### src/rtl/mux4_stream_serializer_pkg.sv
// mux4_stream_serializer_pkg: shared state encoding, lane geometry and lane-order helpers
package mux4_stream_serializer_pkg;

    typedef enum logic {IDLE, SHIFT} state_e;

    localparam int LANES = 4;
    localparam int SEL_W = 2;

    localparam logic [SEL_W-1:0] LSB_START = 2'd0;
    localparam logic [SEL_W-1:0] LSB_END   = 2'd3;
    localparam logic [SEL_W-1:0] MSB_START = 2'd3;
    localparam logic [SEL_W-1:0] MSB_END   = 2'd0;

    function automatic logic [SEL_W-1:0] start_lane(input bit msb_first);
        return msb_first ? MSB_START : LSB_START;
    endfunction

    function automatic logic [SEL_W-1:0] end_lane(input bit msb_first);
        return msb_first ? MSB_END : LSB_END;
    endfunction

endpackage

### src/rtl/mux4_stream_serializer_if.sv
// mux4_stream_serializer_if: parallel-word input and serial-beat output handshake bundle
interface mux4_stream_serializer_if
    import mux4_stream_serializer_pkg::*;
#(
    parameter int CNT_W = 8
) ();

    logic [LANES-1:0] in_data;
    logic             in_valid;
    logic             in_ready;
    logic             ser_out;
    logic             ser_valid;
    logic             ser_ready;
    logic             ser_first;
    logic             ser_last;
    logic [SEL_W-1:0] sel;
    logic             busy;
    logic [CNT_W-1:0] words_sent;

    modport master (
        output in_data, in_valid, ser_ready,
        input  in_ready, ser_out, ser_valid, ser_first, ser_last, sel, busy, words_sent
    );

    modport slave (
        input  in_data, in_valid, ser_ready,
        output in_ready, ser_out, ser_valid, ser_first, ser_last, sel, busy, words_sent
    );

endinterface

### src/rtl/mux4_stream_serializer_mux4x1.sv
// mux4_stream_serializer_mux4x1: 4:1 lane mux (MUX_4x1) picking the serial bit
module mux4_stream_serializer_mux4x1
    import mux4_stream_serializer_pkg::*;
(
    input  logic [LANES-1:0] in_i,
    input  logic [SEL_W-1:0] sel_i,
    output logic             out_o
);

    always_comb out_o = in_i[sel_i];

endmodule

### src/rtl/mux4_stream_serializer.sv
// mux4_stream_serializer: serialises 4-bit words one lane per beat with a one-word shadow buffer
module mux4_stream_serializer
    import mux4_stream_serializer_pkg::*;
#(
    parameter bit MSB_FIRST = 1'b0,
    parameter int CNT_W     = 8
) (
    input logic                    clk,
    input logic                    rst,
    mux4_stream_serializer_if.slave bus
);

    localparam logic [SEL_W-1:0] START = start_lane(MSB_FIRST);
    localparam logic [SEL_W-1:0] LAST  = end_lane(MSB_FIRST);

    state_e           state_q, state_d;
    logic [LANES-1:0] active_q, active_d;
    logic [LANES-1:0] shadow_q, shadow_d;
    logic             shadow_full_q, shadow_full_d;
    logic [SEL_W-1:0] sel_q, sel_d;
    logic [CNT_W-1:0] cnt_q, cnt_d;
    logic             in_xfer, beat, last_beat, ser_bit;

    assign bus.in_ready   = ~rst & ~shadow_full_q;
    assign bus.ser_valid  = state_q == SHIFT;
    assign bus.busy       = state_q == SHIFT;
    assign bus.ser_first  = bus.ser_valid & (sel_q == START);
    assign bus.ser_last   = bus.ser_valid & (sel_q == LAST);
    assign bus.sel        = sel_q;
    assign bus.words_sent = cnt_q;
    assign bus.ser_out    = ser_bit;

    assign in_xfer   = bus.in_valid & bus.in_ready;
    assign beat      = bus.ser_valid & bus.ser_ready;
    assign last_beat = beat & (sel_q == LAST);

    mux4_stream_serializer_mux4x1 u_mux_4x1 (
        .in_i  (active_q),
        .sel_i (sel_q),
        .out_o (ser_bit)
    );

    always_ff @(posedge clk) begin
        if (rst) begin
            state_q       <= IDLE;
            active_q      <= '0;
            shadow_q      <= '0;
            shadow_full_q <= 1'b0;
            sel_q         <= START;
            cnt_q         <= '0;
        end else begin
            state_q       <= state_d;
            active_q      <= active_d;
            shadow_q      <= shadow_d;
            shadow_full_q <= shadow_full_d;
            sel_q         <= sel_d;
            cnt_q         <= cnt_d;
        end
    end

    // On the last beat the next word comes from shadow first, else straight from the input
    always_comb begin
        state_d       = state_q;
        active_d      = active_q;
        shadow_d      = shadow_q;
        shadow_full_d = shadow_full_q;
        sel_d         = sel_q;
        cnt_d         = cnt_q;
        if (state_q == IDLE) begin
            if (in_xfer) begin
                active_d = bus.in_data;
                sel_d    = START;
                state_d  = SHIFT;
            end
        end else begin
            if (in_xfer && !last_beat) begin
                shadow_d      = bus.in_data;
                shadow_full_d = 1'b1;
            end
            if (beat)
                sel_d = MSB_FIRST ? sel_q - 2'd1 : sel_q + 2'd1;
            if (last_beat) begin
                cnt_d = cnt_q + CNT_W'(1);
                sel_d = START;
                if (shadow_full_q) begin
                    active_d      = shadow_q;
                    shadow_d      = '0;
                    shadow_full_d = 1'b0;
                end else if (in_xfer) begin
                    active_d = bus.in_data;
                end else begin
                    active_d = '0;
                    state_d  = IDLE;
                end
            end
        end
    end

endmodule

### src/flat_wrapper.sv
// flat-port wrapper written by rule: the top's interface ports become plain ports
module mux4_stream_serializer_flat import mux4_stream_serializer_pkg::*;
#(
    parameter bit MSB_FIRST = 1'b0,
    parameter int CNT_W     = 8
)
  (clk, rst, bus_in_data, bus_in_valid, bus_ser_ready, bus_in_ready, bus_ser_out, bus_ser_valid, bus_ser_first, bus_ser_last, bus_sel, bus_busy, bus_words_sent);
  mux4_stream_serializer_if #(.CNT_W(CNT_W)) bus_i ();
  input logic clk;
  input logic rst;
  input wire logic [$bits(bus_i.in_data)-1:0] bus_in_data;
  input wire logic [$bits(bus_i.in_valid)-1:0] bus_in_valid;
  input wire logic [$bits(bus_i.ser_ready)-1:0] bus_ser_ready;
  output wire logic [$bits(bus_i.in_ready)-1:0] bus_in_ready;
  output wire logic [$bits(bus_i.ser_out)-1:0] bus_ser_out;
  output wire logic [$bits(bus_i.ser_valid)-1:0] bus_ser_valid;
  output wire logic [$bits(bus_i.ser_first)-1:0] bus_ser_first;
  output wire logic [$bits(bus_i.ser_last)-1:0] bus_ser_last;
  output wire logic [$bits(bus_i.sel)-1:0] bus_sel;
  output wire logic [$bits(bus_i.busy)-1:0] bus_busy;
  output wire logic [$bits(bus_i.words_sent)-1:0] bus_words_sent;
  assign bus_i.in_data = bus_in_data;
  assign bus_i.in_valid = bus_in_valid;
  assign bus_i.ser_ready = bus_ser_ready;
  assign bus_in_ready = bus_i.in_ready;
  assign bus_ser_out = bus_i.ser_out;
  assign bus_ser_valid = bus_i.ser_valid;
  assign bus_ser_first = bus_i.ser_first;
  assign bus_ser_last = bus_i.ser_last;
  assign bus_sel = bus_i.sel;
  assign bus_busy = bus_i.busy;
  assign bus_words_sent = bus_i.words_sent;
  mux4_stream_serializer #(.MSB_FIRST(MSB_FIRST), .CNT_W(CNT_W)) u_core (.clk(clk), .rst(rst), .bus(bus_i));
endmodule
### config.mk
export PLATFORM = sky130hd
export DESIGN_NAME = mux4_stream_serializer_flat
export DESIGN_NICKNAME = d
export VERILOG_FILES = /design/src/rtl/mux4_stream_serializer_pkg.sv /design/src/rtl/mux4_stream_serializer_if.sv /design/src/rtl/mux4_stream_serializer_mux4x1.sv /design/src/rtl/mux4_stream_serializer.sv /design/src/flat_wrapper.sv
export SDC_FILE = /design/constraint.sdc
export NUM_CORES = 1
export LEC_CHECK = 0
export CORE_ASPECT_RATIO = 2
export CORE_UTILIZATION = 40
export CTS_CLUSTER_DIAMETER = 150
export CTS_CLUSTER_SIZE = 24
export DETAILED_ROUTE_END_ITERATION = 6
export PLACE_DENSITY_LB_ADDON = 0.08
export SYNTH_ARGS = -nofsm -noshare
export SYNTH_HDL_FRONTEND = slang
export SYNTH_SLANG_ARGS = --single-unit
### constraint.sdc
create_clock -name clk -period 1.8 [get_ports clk]
set_input_delay 0.36 -clock clk [delete_from_list [all_inputs] [get_ports clk]]
set_output_delay 0.36 -clock clk [all_outputs]
set_load 0.01 [all_outputs]
==> impl_metrics.tcl, run 1 <==
set metrics [dict create \
    power_density_nw_per_um2 724 \
    async_flop_share_pct 0 \
    wl_um 2590 \
    worst_slew_pin_slew_ps 359 \
    min-delay-start "u_core.shadow_q[3]$_SDFFE_PP0P_" \
    area_growth_pct 39.3 \
    finalMaxSlewViolations 0 \
    peakVddDrop_mv 0.562 \
    design_area_sq_um 1480 \
    crit_chain "buf_4, ha_1, and2_1, dlygate4sd2_1" \
    grt_pass1_wl_um 4160 \
    synth_top_area_share_pct 37.6 \
    holdPathStages 2 \
    grt.total_usage_pct 20.2 \
    seq_area_frac_synth_pct 37.6 \
    worstPathArrival_ps 1380 \
    p_leak_nw 0.545 \
    syn_nets 133 \
    grt.met1_usage_pct 17.2 \
    ys_types 41 \
    grt_pass1_vias 1030 \
    whs_endpoint "u_core.shadow_q[3]$_SDFFE_PP0P_" \
    wire_per_inst_um 13.9 \
    viasPerCell 5.55 \
    crit_required_ps 1440 \
    drt-pass1-iter-count 4 \
    ctsHoldBuffers 0 \
    netlist_area_sq_um 1060 \
    cts_buffer_depth 2 \
    start_kind "flop" \
    cp_slowest_stage_delay_ps 360 \
    die_h_um 74.9 \
    critical_path_class "flop to output pin" \
    min_period_ps 1740 \
    postPlaceCellArea_sq_um 1410 \
    slew_headroom_pct 76.0 \
    vias 1033 \
    drive_above_1_share_pct 20.3 \
    end_kind "output pin" \
    setup_tns_ps 0 \
    cts_max_level 1 \
    slowest_stage "dfxtp_4" \
    cts_tree "yes" \
    synth_edf_count 0 \
    fp.coreArea_sq_um 2540 \
    rsz0062_at_grt "false" \
    avgSynthCellArea_sq_um 8.72 \
    final_nets 170 \
    initial_core_util_pct 41.9 \
    grt_antenna_before_repair 0 \
    die-width_um 38.5 \
    ant_nets 0 \
    clkTransAtPathRegs_ps 80 \
    yosys.area.top_type "dfxtp_1" \
    crit_buf_inv 2 \
    clock_latency_ps 260 \
    initialDrtViolationCount 13 \
    portBuffers 23 \
    diodes 0 \
    finalSetupViolCount 0 \
    drc 0 \
    maxCapViolCount 0 \
    cp_max_fo 3 \
    timing.hold.ws_ps 486 \
    gp_congestion 0.729 \
    clock_skew_ps 2.17 \
    hold_viol 0 \
    io-pin-count 24 \
    ys_warn_count 0 \
    hold_class "flop to flop" \
    synth_cells 122 \
    grt_use_met2_pct 41.6 \
    fin_crit_sh_pct 96.5 \
    r2r_cells 6 \
    cts_buffers 3 \
    crit_family "buffers and inverters" \
    r2r_slack_ps 170 \
    busiest_layer "met2" \
    std_cell_rows 26 \
    status "completed" \
    fillCellCount 257 \
    timing.rr.end "u_core.bus.words_sent[7]$_SDFFE_PP0P_" \
    fmax_mhz 576 \
    overflow 0 \
    synth.area.top_cells "dfxtp_1 38%, a21oi_1 6.1%, nand3_1 4.7%, o21ai_0 4.7%, ha_1 3.5%" \
    grt_max_degree 15 \
    hpwl_um 2090 \
    ys.flop_type "dfxtp_1" \
    rr_startpoint "u_core.bus.sel[0]$_SDFFE_PP0P_" \
    die_area_sq_um 2880 \
    cts_sinks 20 \
    clockRootBuffer "clkbuf_8" \
    ys_ff_latch 20 \
    globalRouteMet3Util_pct 2.06 \
]
[state kept, by name (all words and copies together) (netlist names)]
signal	flops
u_core.active_q	4
u_core.bus.busy	1
u_core.bus.sel	2
u_core.bus.words_sent	8
u_core.shadow_full_q	1
u_core.shadow_q	4
[per-layer routing]
layer	routed length (um)	share of wire, %
met5	0	0
met4	53	2.0
met3	62	2.4
met2	1540	59
met1	934	36
[synthesized netlist by cell type, drive strengths merged, types with 2 or more instances]
cell and number:
o21ai 11, nor2b 2, and2 2, o31ai 3
nor2 5, or4 3, dfxtp 20, a21oi 13
clkbuf 2, xnor2 2, a311oi 3, ha 3
inv 5, buf 7, nor4b 2, nand3 11
nor3 4, nor3b 2, nand4 2, nand2 7
[tightest hold or removal path, delay by kind of cell, from the launching register on]
family	cells	cell delay, ps
DFF	1	310
AOI/OAI and AO/OA	2	130
[worst max path at each step]
stage / start / cells past startpoint / slack (ps) / endpoint
floorplan: u_core.bus.sel[0]$_SDFFE_PP0P_ / 5 / 180 / u_core.bus.words_sent[7]$_SDFFE_PP0P_
global placement: rst / 3 / -10 / bus_in_ready
detailed placement: rst / 5 / -70 / u_core.active_q[0]$_SDFFE_PP0P_
CTS: u_core.bus.sel[0]$_SDFFE_PP0P_ / 2 / 10 / bus_ser_out
global route: u_core.bus.sel[0]$_SDFFE_PP0P_ / 4 / 8 / bus_ser_last
finish: u_core.bus.sel[0]$_SDFFE_PP0P_ / 4 / 60 / bus_ser_last
[cell families after synthesis]
family / Yosys count / synth area share, %
DFF: 20 / 37.6
buffers and inverters: 14 / 6.94
AOI/OAI and AO/OA: 36 / 21.4
and+or+nand+nor: 45 / 25.6
adders and majority gates: 3 / 3.53
xor gates and xnor gates: 2 / 1.65
muxes: 2 / 3.18
[power by group]
| part | switching, mW | internal, mW | leakage (nW) |
|---|---|---|---|
| Sequential | 0.00898 | 0.455 | 0.163 |
| Clock | 0.156 | 0.297 | 0.0357 |
| Combinational | 0.0750 | 0.0802 | 0.347 |
| Total | 0.240 | 0.832 | 0.545 |
[what timing repair did]
action,4_1_cts,5_1_grt
gates resized for setup,5,3
hold endpoints to repair,0,0
setup endpoints to repair,4,2
buffers inserted,0,0
[cells in the final DEF, fill, tap and decap left out, types with 3 or more instances in the layout]
cell type	synthesis	layout
a21oi_1	13	13
nor2_1	5	5
o31ai_1	3	3
or4_1	3	3
a311oi_1	3	3
buf_4	3	18
ha_1	3	3
nand2_1	6	6
nor3_1	4	4
inv_1	5	5
o21ai_0	10	10
clkdlybuf4s50_1	0	19
dfxtp_1	20	19
nand3_1	10	10
clkbuf_8	0	3
[per-stage QoR]
step	util, %	worst slack (ps)	total power [mW]	cells
floorplan	-	184	0.556	122
global placement	55.5	-10.3	0.631	182
detailed placement	55.5	-71.0	0.634	182
CTS	58.2	12.0	1.09	186
global route	58.4	8.36	1.12	186
finish	58.4	63.7	1.07	186
[cell type report]
| cell class | instances | area [sq um] | share of cell area [%] |
|---|---|---|---|
| clock buffer | 3 | 41.3 | 2.79 |
| clock inverter | 1 | 30.0 | 2.03 |
| inverter | 5 | 18.8 | 1.27 |
| multi-input combinational | 88 | 589 | 39.8 |
| sequential | 20 | 404 | 27.3 |
| tap | 28 | 35.0 | 2.36 |
| timing repair buffer | 41 | 363 | 24.5 |
Power figures use the tool's default switching activity.
==> run 2: changes to the inputs <==
- HOLD_SLACK_MARGIN: default -> 0.1
- SLEW_MARGIN: default -> 15
==> results of run 2 <==
Same layout as run 1: the final DEF is identical, and so are final timing and power.
